File: src/rtl/inv_permute_pkg.sv
// Shared types and helpers for the inverse lane-permutation block.
// The controller state encoding, the lane count and the source-index function live here.
package inv_permute_pkg;

  typedef enum logic [1:0] {
    ST_IDLE  = 2'd0,
    ST_READ  = 2'd1,
    ST_WRITE = 2'd2,
    ST_DONE  = 2'd3
  } state_e;

  localparam int NUM_LANES = 25;
  localparam logic [4:0] LAST_LANE = 5'(NUM_LANES - 1);

  // Output lane x+5y comes from buffered lane y+5*((2x+3y) mod 5).
  function automatic logic [4:0] src_idx(input logic [4:0] idx);
    int x;
    int y;
    x = int'(idx) % 5;
    y = int'(idx) / 5;
    return 5'(y + 5 * ((2 * x + 3 * y) % 5));
  endfunction

endpackage

File: src/rtl/inv_permute_if.sv
// Handshake and lane bus of inv_permute.
// The slave modport is the block itself; the master modport is the driving side.
interface inv_permute_if #(
  parameter int LANE_W = 64
);
  logic              start;
  logic              ready;
  logic              in_valid;
  logic [LANE_W-1:0] in_lane;
  logic              out_valid;
  logic              out_ready;
  logic [LANE_W-1:0] out_lane;
  logic              done;
  logic              err;

  modport slave (
    input  start, in_valid, in_lane, out_ready,
    output ready, out_valid, out_lane, done, err
  );

  modport master (
    output start, in_valid, in_lane, out_ready,
    input  ready, out_valid, out_lane, done, err
  );
endinterface

File: src/rtl/inv_permute_cu.sv
// Controller of inv_permute: Idle/Read/Write/Done FSM, counter and buffer strobes, error flag.
// Optional protocol error flag enabled by defining INV_PERMUTE_ERR_EN.
module inv_permute_cu
  import inv_permute_pkg::*;
(
  input  logic clk,
  input  logic rst,
  input  logic start_i,
  input  logic in_valid_i,
  input  logic out_ready_i,
  input  logic cnt_last_i,
  output logic ready_o,
  output logic out_valid_o,
  output logic done_o,
  output logic err_o,
  output logic cnt_clr_o,
  output logic cnt_inc_o,
  output logic buf_we_o
);

  state_e state_q;
  state_e state_d;

  // State register
  always_ff @(posedge clk) begin
    if (!rst) begin
      state_q <= ST_IDLE;
    end else begin
      state_q <= state_d;
    end
  end

  // Next state and counter/buffer strobes
  always_comb begin
    state_d   = state_q;
    cnt_clr_o = 1'b0;
    cnt_inc_o = 1'b0;
    buf_we_o  = 1'b0;
    case (state_q)
      ST_IDLE: begin
        if (start_i) begin
          state_d   = ST_READ;
          cnt_clr_o = 1'b1;
        end else begin
          state_d = ST_IDLE;
        end
      end
      ST_READ: begin
        if (in_valid_i) begin
          buf_we_o = 1'b1;
          if (cnt_last_i) begin
            state_d   = ST_WRITE;
            cnt_clr_o = 1'b1;
          end else begin
            cnt_inc_o = 1'b1;
          end
        end else begin
          state_d = ST_READ;
        end
      end
      ST_WRITE: begin
        if (out_ready_i) begin
          if (cnt_last_i) begin
            state_d = ST_DONE;
          end else begin
            cnt_inc_o = 1'b1;
          end
        end else begin
          state_d = ST_WRITE;
        end
      end
      ST_DONE: state_d = ST_IDLE;
      default: state_d = ST_IDLE;
    endcase
  end

  assign ready_o     = (state_q == ST_IDLE);
  assign out_valid_o = (state_q == ST_WRITE);
  assign done_o      = (state_q == ST_DONE);

`ifdef INV_PERMUTE_ERR_EN
  logic err_q;
  logic err_d;

  // Sticky flag: start while busy, or a lane offered outside Read
  always_comb begin
    err_d = err_q;
    if ((start_i && ((state_q == ST_READ) || (state_q == ST_WRITE))) ||
        (in_valid_i && (state_q != ST_READ))) begin
      err_d = 1'b1;
    end else begin
      err_d = err_q;
    end
  end

  // Error flag register, cleared only by reset
  always_ff @(posedge clk) begin
    if (!rst) begin
      err_q <= 1'b0;
    end else begin
      err_q <= err_d;
    end
  end

  assign err_o = err_q;
`else
  assign err_o = 1'b0;
`endif

endmodule

File: src/rtl/inv_permute.sv
// Inverse lane permutation: buffers 25 permuted lanes, then emits them in original order.
// Define INV_PERMUTE_ERR_EN to enable the sticky protocol error flag.
module inv_permute
  import inv_permute_pkg::*;
#(
  parameter int LANE_W = 64
) (
  input  logic          clk,
  input  logic          rst,
  inv_permute_if.slave  bus
);

  logic [4:0]        cnt_q;
  logic [4:0]        cnt_d;
  logic              cnt_clr_s;
  logic              cnt_inc_s;
  logic              buf_we_s;
  logic [LANE_W-1:0] lane_buf_q [NUM_LANES];

  inv_permute_cu u_cu (
    .clk         (clk),
    .rst         (rst),
    .start_i     (bus.start),
    .in_valid_i  (bus.in_valid),
    .out_ready_i (bus.out_ready),
    .cnt_last_i  (cnt_q == LAST_LANE),
    .ready_o     (bus.ready),
    .out_valid_o (bus.out_valid),
    .done_o      (bus.done),
    .err_o       (bus.err),
    .cnt_clr_o   (cnt_clr_s),
    .cnt_inc_o   (cnt_inc_s),
    .buf_we_o    (buf_we_s)
  );

  // Lane counter, saturating at the last lane
  always_comb begin
    cnt_d = cnt_q;
    if (cnt_clr_s) begin
      cnt_d = 5'd0;
    end else if (cnt_inc_s && (cnt_q != LAST_LANE)) begin
      cnt_d = cnt_q + 5'd1;
    end else begin
      cnt_d = cnt_q;
    end
  end

  // Counter register
  always_ff @(posedge clk) begin
    if (!rst) begin
      cnt_q <= 5'd0;
    end else begin
      cnt_q <= cnt_d;
    end
  end

  // Lane buffer; contents are meaningless until a Read completes, so no reset
  always_ff @(posedge clk) begin
    if (buf_we_s) begin
      lane_buf_q[cnt_q] <= bus.in_lane;
    end
  end

  assign bus.out_lane = lane_buf_q[src_idx(cnt_q)];

endmodule

File: src/flat_wrapper.sv
// flat-port wrapper written by rule: the top's interface ports become plain ports
module inv_permute_flat import inv_permute_pkg::*;
#(
  parameter int LANE_W = 64
)
  (clk, rst, bus_start, bus_in_valid, bus_in_lane, bus_out_ready, bus_ready, bus_out_valid, bus_out_lane, bus_done, bus_err);
  inv_permute_if #(.LANE_W(LANE_W)) bus_i ();
  input  logic clk;
  input  logic rst;
  input wire logic [$bits(bus_i.start)-1:0] bus_start;
  input wire logic [$bits(bus_i.in_valid)-1:0] bus_in_valid;
  input wire logic [$bits(bus_i.in_lane)-1:0] bus_in_lane;
  input wire logic [$bits(bus_i.out_ready)-1:0] bus_out_ready;
  output wire logic [$bits(bus_i.ready)-1:0] bus_ready;
  output wire logic [$bits(bus_i.out_valid)-1:0] bus_out_valid;
  output wire logic [$bits(bus_i.out_lane)-1:0] bus_out_lane;
  output wire logic [$bits(bus_i.done)-1:0] bus_done;
  output wire logic [$bits(bus_i.err)-1:0] bus_err;
  assign bus_i.start = bus_start;
  assign bus_i.in_valid = bus_in_valid;
  assign bus_i.in_lane = bus_in_lane;
  assign bus_i.out_ready = bus_out_ready;
  assign bus_ready = bus_i.ready;
  assign bus_out_valid = bus_i.out_valid;
  assign bus_out_lane = bus_i.out_lane;
  assign bus_done = bus_i.done;
  assign bus_err = bus_i.err;
  inv_permute #(.LANE_W(LANE_W)) u_core (.clk(clk), .rst(rst), .bus(bus_i));
endmodule
File: config.mk
export PLATFORM = sky130hd
export DESIGN_NAME = inv_permute_flat
export DESIGN_NICKNAME = d
export VERILOG_FILES = /design/src/rtl/inv_permute_pkg.sv /design/src/rtl/inv_permute_if.sv /design/src/rtl/inv_permute_cu.sv /design/src/rtl/inv_permute.sv /design/src/flat_wrapper.sv
export SDC_FILE = /design/constraint.sdc
export NUM_CORES = 1
export LEC_CHECK = 0
export CAP_MARGIN = 15
export CORE_MARGIN = 3
export CORE_UTILIZATION = 53
export CTS_BUF_LIST = sky130_fd_sc_hd__clkbuf_2
export CTS_CLUSTER_SIZE = 12
export DETAILED_ROUTE_END_ITERATION = 7
export PLACE_DENSITY = 0.7
export SYNTH_ARGS = -nofsm -noshare
export SYNTH_HDL_FRONTEND = slang
export SYNTH_HIERARCHICAL = 1
export SYNTH_SLANG_ARGS = --single-unit
File: constraint.sdc
create_clock -name clk -period 19.7 [get_ports clk]
set_input_delay 3.94 -clock clk [delete_from_list [all_inputs] [get_ports clk]]
set_output_delay 3.94 -clock clk [all_outputs]
set_load 0.01 [all_outputs]
# Word level (Yosys, flattened, before mapping)
# Memories as Yosys holds them, arrays and structs flattened.
# Cells that the tools add are included.
[word_totals] mem_bits_ro=0 ram_bits=1600 n_memories=1 reg_bits=7 latchBits=0 in_bits=69 elab_cells=41 output_inout_bits=68
[mem_list] name="u_core.lane_buf_q" words=25 word_bits=64 rd=1 rd_clocked_by_memory_dff=0 write_ports=1 line="inv_permute.sv:18" source="logic [LANE_W-1:0] lane_buf_q [NUM_LANES];"
[classes] muxes=18 bitwise_logic=1 n_mul=2 n_eq_ne=7 div=3 addsub=3 magnitude_cmp=0 shift=0 reduce_logical=4
[ops] op="$add 32x32->32" n=1
[ops] op="$div 6x4->32 const B" n=1
[ops] op="$mod 32x4->32 const B" n=1
[ops] op="$mod 6x4->32 const B" n=1
[ops] op="$mul 3x32->32 const A" n=1
[ops] op="$mul 4x32->5 const A" n=1
[ops] op="$mux 1" n=11
[ops] op="$mux 2" n=4
[ops] op="$pmux 2 s4" n=1
[ops] op="$add 5x1->5 const B" n=1
[ops] op="$add 5x5->5" n=1
[ops] op="$eq 5x5->1 const B" n=1
[ops] op="$ne 5x5->1 const B" n=1
[ops] op="$eq 2x2->1 const B" n=2
[ops] op="$pmux 1 s2" n=2
[ops] op="$ne 3x2->1 const B" n=1
[ops] op="$ne 3x3->1 const B" n=1
[ops] op="$eq 2x1->1 const B" n=1
[ops] op="$logic_not 2->1" n=1
[ops] op="$reduce_and 2->1" n=1
[ops] op="$reduce_or 2->1" n=1
[ops] op="$logic_and 1x1->1" n=1
[ops] op="$not 1->1" n=1

# Depth between registers and ports, before layout
# Gate-level depths: netlist of the first run.
# An unclocked memory read counts as a cell.
[logic_depth] ltp_word=7 depth_mapped=61 depth_no_buf=56

# Hierarchy
# Netlist of the first run, hierarchy kept.
[by_module_without_submodules] mod="inv_permute" seq_area_each_um2=48146.2 n_inst=1 area_per_inst_um2=63930.1 cells_each=2913
[by_module_without_submodules] mod="inv_permute_cu" seq_area_each_um2=40.0 n_inst=1 area_per_inst_um2=252.7 cells_each=30

# Worst setup path after synthesis of the first run
# Ideal clock, no wire load.
[synth_timing] path_type="flip-flop to output port" from="register u_core.cnt_q[3]" to="output port bus_out_lane[10]" arrival_ps=12270 stages_incl_launch_ff=58 slack_ps=3490 t_required_ps=15760 n_path_buf=5 cell_sequence="dfxtp_1 -> nor2_1 -> inv_1 -> ha_1 -> and4b_1 -> o211ai_1 -> nand3_1 -> inv_2 -> xnor2_1 -> ha_1 -> inv_1 -> a221oi_1 -> nor2_1 -> nand2_1 -> mux2_2 -> fa_1 -> inv_1 -> ha_1 -> [... 22 more ...] -> inv_1 -> o21ai_0 -> nand3_1 -> inv_1 -> ha_1 -> ha_1 -> nor2_1 -> xnor2_1 -> ha_1 -> ha_1 -> inv_1 -> fa_1 -> clkbuf_1 -> clkbuf_1 -> buf_1 -> mux2i_1 -> o21ai_0 -> mux2_1"
[synth_via] elab_chain_len=7 elab_cells_between_ends=8 cone_classes="add/sub (2); mul (2); div (3); memory (1)"
[synth_rtl] element="from (decl)" line="inv_permute.sv:13" source="logic [4:0] cnt_q;"
[synth_rtl] element="from (signal assigned)" line="inv_permute.sv:53" source="cnt_q <= cnt_d;"
[synth_rtl] element="$div 6x4->32" line="inv_permute_pkg.sv:20" source="y = int'(idx) / 5;"
[synth_rtl] element="$mul 3x32->32" line="inv_permute_pkg.sv:21" source="return 5'(y + 5 * ((2 * x + 3 * y) % 5));"
[synth_rtl] element="$add 32x32->32" line="inv_permute_pkg.sv:21"
[synth_rtl] element="$mod 32x4->32" line="inv_permute_pkg.sv:21"
[synth_rtl] element="$mul 4x32->5" line="inv_permute_pkg.sv:21"
[synth_rtl] element="$add 5x5->5 (*)" line="inv_permute_pkg.sv:21"
[synth_rtl] element="$mem_v2 25x64 (*)"
[synth_rtl] element="to (decl)" line="flat_wrapper.sv:16" source="output wire logic [$bits(bus_i.out_lane)-1:0] bus_out_lane;"
# Every way passes the cells marked *; elsewhere a longest branch is shown, timed or not.

# Worst setup path in the final report of the first run
[layout_timing] from="register u_core.cnt_q[3]" to="output port bus_out_lane[27]"
# Same word-level chain as after synthesis.

==> results of run 1 <==
[report_power, final]
part           leakage (nW)  switching [W]  internal [W]
combinational          6.70       0.000171      0.000139
clock                  2.56        0.00125      0.000795
sequential             14.4     0.00000331       0.00377
[per-stage QoR]
stage,hold slack (ns),cells,utilization
2_1_floorplan,0.486,2943,-
6_report,0.557,5319,0.598
3_5_place_dp,0.532,4626,0.567
4_1_cts,0.558,5290,0.595
3_3_place_gp,0.506,4625,0.567
5_1_grt,0.593,5314,0.598
[synth_stat cells, types with 4 or more instances]
cell       number  area [sq um]
a211o_1         4          35.0
nor3b_1         5          37.5
xor2_1          9          78.8
a31oi_1        10          62.6
a221oi_1        4          35.0
clkbuf_1       90           338
inv_1          23          86.3
o22ai_1         5          31.3
nand4_1         5          31.3
ha_1           37           463
o31a_1          4          35.0
o2111ai_1       4          35.0
and3_1          5          31.3
nor3_1         11          55.1
buf_1          39           146
a21o_1         12          90.1
and2_1         25           156
mux2i_1        69           691
buf_4           5          37.5
nor2b_1         7          43.8
nand2_1       109           409
dfxtp_1         7           140
nor2_1         50           188
edfxtp_1     1600         48000
a21oi_1        26           130
mux2_2          6          67.6
nand2b_1        8          50.1
buf_6           6          67.6
o21ai_0        88           440
buf_2           7          35.0
mux2_1         61           687
mux4_2        448         10100
nand3_1        27           135
a211oi_1        8          60.1
o211ai_1       10          75.1
xnor2_1        19           166
[flip-flops by register name (all words and copies together), names as in the netlist, named ones only]
register and cells:
u_core/u_cu/state_q 1, u_core/lane_buf_q 1600, u_core/cnt_q 5
[worst max-delay path, delay by kind of cell (launching register included)]
family | cells | cell delay [ns]
flops | 1 | 0.44
fa+ha+maj | 12 | 4.26
mux | 3 | 1.36
buf+inv | 13 | 1.87
xor+xnor | 3 | 0.49
simple gates | 13 | 2.50
compound gates | 11 | 2.52
[path summary, 6_finish.rpt]
kind | to | slack (ns) | from
max reg2reg | u_core/lane_buf_q[24][24] | 16.01 | u_core/cnt_q[0]
min reg2reg | flop | 0.56 | flop
min | flop | 0.56 | flop
max | bus_out_lane[27] | 0.62 | u_core/cnt_q[3]
[logic make-up (layout without fill, tap and decap cells)]
family	count (synthesis)	after routing	share of synthesized area
compound gates	227	227	0.0244
xor+xnor	29	29	0.00407
fa+ha+maj	40	40	0.00815
buf+inv	173	922	0.0112
flops	1607	1607	0.751
mux	584	584	0.180
other cells	1	16	0.0000584
simple gates	282	282	0.0216
[what timing repair did]
action	in CTS	in global routing
setup endpoints to repair	64	64
setup buffers	7	13
cloned	2	0
gates resized for setup	15	30
pin swaps	2	5
hold buffers	0	0
[layer usage]
metal,GRT usage,part of all wire,up-vias
met5,0,0.000087,-
met4,0.0770,0.021,2
met3,0.0520,0.081,237
met2,0.396,0.51,1568
met1,0.325,0.39,17038
li1,-,-,13659
[area by class of cell]
type | instances | area, sq um
tap | 1612 | 2020
sequential | 1607 | 48200
fill | 8658 | 48300
clock buffer | 562 | 2810
multi-input combinational | 1163 | 15600
antenna | 15 | 37.5
inverter | 26 | 100
clock inverter | 93 | 449
timing repair buffer | 241 | 2630
==> impl_metrics.json, run 1 <==
{
  "path_clk_slew_ns": 0.10,
  "yosys_warnings": 6,
  "grt_pass1_vias": 34075,
  "post_drt_wl_per_cell_um": 28.0,
  "mostFrequentLayoutCells": "edfxtp_1, clkbuf_2, mux4_2",
  "htreeDepth": 5,
  "die-area_sq_um": 125000,
  "fmaxAchievable_ghz": 0.0524,
  "power_w": 0.00612,
  "netlist_area_sq_um": 64200,
  "yosysSeqAreaShare": 0.751,
  "syn_area_per_cell_sq_um": 21.8,
  "setup_viol": 0,
  "power.density_nw_per_um2": 85.3,
  "post-route-cell-area_sq_um": 71800,
  "drc_errors": 0,
  "slew_headroom": 0.211,
  "worstPathRequired_ns": 15.76,
  "finalCriticalPeriod_ns": 19.08,
  "vias": 32504,
  "gp_congestion": 0.835,
  "synth_edf_count": 1600,
  "holdCritPathClass": "reg2reg",
  "fin_nets": 3544,
  "num_io_pins": 137,
  "crit_type": "reg2out",
  "min_path_cells": 2,
  "area_growth_pct": 11.9,
  "critPathMaxFanout": 24,
  "core.rowCount": 127,
  "cts_buffer_depth": 4,
  "grt_max_degree": 109,
  "wl_mm": 149,
  "maxCapViolations": 0,
  "synthArstFlopShare": 0,
  "cts_tree": "done",
  "synth.distinct_cells": 92,
  "dp_slack_ns": 0.913,
  "drt-pass1-iter-count": 7,
  "syn-num-nets": 3052,
  "grt_overflow_total": 0,
  "clock_latency_ns": 1.81,
  "final_common_cell": "edfxtp_1",
  "crit_arrival_ns": 15.14,
  "io_buffers": 135,
  "drtIter0Drc": 3152,
  "synth-seq-cells": 1607,
  "cts_buffers": 396,
  "avgViaCountPerCell": 6.11,
  "maxSlewViolCount": 0,
  "tightestPinTransition_ns": 1.18,
  "fin_crit_sh": 0.968,
  "startpoint_type": "flop",
  "grt_pass1_wl_mm": 220,
  "dieWidth_um": 354,
  "synth_top_flop_cell": "edfxtp_1",
  "fin_skew_ns": 0.211,
  "grt.total_usage": 0.240,
  "timing.setup.tns_ns": 0,
  "fp.coreArea_sq_um": 120000,
  "ir_worst_vdd_mv": 0.0699,
  "antenna_left": 0,
  "die_height_um": 354,
  "cpPeakStageDelay_ns": 0.82,
  "drive_gt1_frac": 0.333,
  "cts-root-buf": "clkbuf_2",
  "syn_inst": 2943,
  "end_kind": "output pin",
  "leakage_nw": 23.7,
  "hold_violations": 0,
  "hpwl_mm": 75.7,
  "status": "finished, final reports clean",
  "start_util": 0.534,
  "fin_ws_ns": 0.624,
  "placed_cell_area_sq_um": 68100,
  "reg2reg_depth": 5,
  "antenna_found_initial": 8,
  "cts_sinks": 1607,
  "critPathSlowestCell": "fa_4"
}
Note: power is estimated with default switching activity, not from simulation.
==> run 2, diff against run 1 <==
MAX_ROUTING_LAYER = met4   (was not set)
SLEW_MARGIN = 20   (was not set)
clock period = 22.4 ns   (was 19.7 ns; I/O delays follow)
==> impl_metrics.json, run 2 (synthesis results as in run 1) <==
{
  "grt_pass1_vias": 33970,
  "cpPeakStageDelay_ns": 0.55,
  "crit_arrival_ns": 16.62,
  "htreeDepth": 5,
  "avgViaCountPerCell": 6.12,
  "dieWidth_um": 354,
  "area_growth_pct": 10.9,
  "gp_congestion": 0.854,
  "maxCapViolations": 0,
  "leakage_nw": 23.4,
  "rsz0062_at_grt": "no",
  "antenna_left": 0,
  "mostFrequentLayoutCells": "edfxtp_1, clkbuf_2, mux4_2",
  "largest-register": "u_core/lane_buf_q",
  "setup_viol": 0,
  "start_util": 0.534,
  "vias": 32379,
  "critPathMaxFanout": 37,
  "finalCriticalPeriod_ns": 21.10,
  "status": "finished, final reports clean",
  "maxSlewViolCount": 0,
  "cts-root-buf": "clkbuf_2",
  "cts_tree": "done",
  "worstPathRequired_ns": 17.92,
  "clock_latency_ns": 1.64,
  "die_height_um": 354,
  "hold_violations": 0,
  "fmaxAchievable_ghz": 0.0474,
  "startpoint_type": "flop",
  "fill_cells": 8711,
  "crit_type": "reg2out",
  "critPathBufInv": 12,
  "end_kind": "output pin",
  "wl_mm": 147,
  "drc_errors": 0,
  "multi_input_area_sq_um": 15500,
  "power.density_nw_per_um2": 75.6,
  "cts_buffers": 395,
  "regArea_sq_um": 48200,
  "cts_hold_buf": 0,
  "drt-pass1-iter-count": 6,
  "cpMostUsedCell": "ha_1",
  "timing.setup.tns_ns": 0,
  "fin_nets": 3506,
  "grt_pass1_wl_mm": 217,
  "fin_crit_sh": 0.942,
  "cts_sinks": 1607,
  "fp.coreArea_sq_um": 120000,
  "cts_buffer_depth": 4,
  "drive_gt1_frac": 0.317,
  "core.rowCount": 127,
  "final_common_cell": "edfxtp_1",
  "grt_max_degree": 133,
  "grt.total_usage": 0.244,
  "reg_top3": "u_core/lane_buf_q (1600), u_core/cnt_q (5), u_core/u_cu/state_q (1)",
  "die-area_sq_um": 125000,
  "drtIter0Drc": 3415,
  "holdCritPathClass": "reg2reg",
  "power_w": 0.00538,
  "fin_skew_ns": 0.127,
  "hpwl_mm": 75.0,
  "slew_headroom": 0.266,
  "num_io_pins": 137,
  "crit_family": "adder cells",
  "antenna_found_initial": 12,
  "io_buffers": 135,
  "path_clk_slew_ns": 0.09,
  "critPathSlowestCell": "o32ai_2",
  "post_drt_wl_per_cell_um": 27.7,
  "tightestPinTransition_ns": 1.10,
  "largest_reg_flops": 1600,
  "grt_overflow_total": 0,
  "ir_worst_vdd_mv": 0.0585
}
run 2: changes by cell type in the layout (fill, tap and decap cells not counted), moves of 4 or more:
| cell | before | now |
|---|---|---|
| buf_12 | 31 | 15 |
| xnor2_2 | 5 | 1 |
| o21ai_0 | 84 | 88 |
| clkbuf_2 | 562 | 557 |
| buf_4 | 69 | 53 |
| clkinv_1 | 71 | 91 |
run 2: area by class of cell:
type	instances	area share
Inverter	26	0.00137
Timing Repair Buffer	204	0.0292
Multi-Input combinational cell	1163	0.217
Clock inverter	111	0.00764
Antenna cell	12	0.000422
Tap cell	1612	0.0283
Clock buffer	557	0.0392
Sequential cell	1607	0.677
run 2: final timing paths:
| path | from | end | slack, ns | cells past startpoint |
|---|---|---|---|---|
| setup / recovery | u_core/cnt_q[3] | bus_out_lane[27] | 1.30 | 58 |
| hold / removal | flop | flop | 0.56 | 2 |
| setup reg to reg | u_core/cnt_q[1] | u_core/lane_buf_q[11][19] | 18.74 | 5 |
| hold reg to reg | flop | flop | 0.56 | 2 |
run 2: worst reg2reg max path, delay by kind of cell, from the launching register on:
family	cells	cell delay, ns
adders and majority gates	1	0.47
buffers and inverters	2	1.35
DFF	1	0.69
and+or+nand+nor	2	0.76
run 2: power breakdown:
part / internal (W) / switching (W)
Clock: 0.000709 / 0.00109
Sequential: 0.00331 / 0.00000293
Combinational: 0.000118 / 0.000149
run 2: layer usage:
metal | wire, um | vias up | track usage
met3 | 11800 | 192 | 0.0517
li1 | - | 13585 | -
met4 | 2100 | 0 | 0.0691
met1 | 57700 | 17024 | 0.322
met2 | 75200 | 1578 | 0.390
met5 | 0 | - | -
run 2: metrics by stage:
stage / setup slack (ns) / util / hold WS (ns) / cell area (sq um) / std cells
4_1_cts: 0.131 / 0.592 / 0.560 / 71100 / 5275
3_5_place_dp: 1.57 / 0.563 / 0.539 / 67700 / 4601
3_3_place_gp: 2.04 / 0.563 / 0.505 / 67600 / 4600
2_1_floorplan: 5.65 / - / 0.486 / 64200 / 2943
6_report: 1.30 / 0.593 / 0.562 / 71200 / 5292
5_1_grt: 0.0456 / 0.593 / 0.573 / 71200 / 5292
run 2: timing repair:
| item | CTS | global route |
|---|---|---|
| buffers inserted | 6 | 5 |
| pin swaps | 2 | 2 |
| resized for setup | 1 | 4 |
| setup endpoints to repair | 63 | 64 |
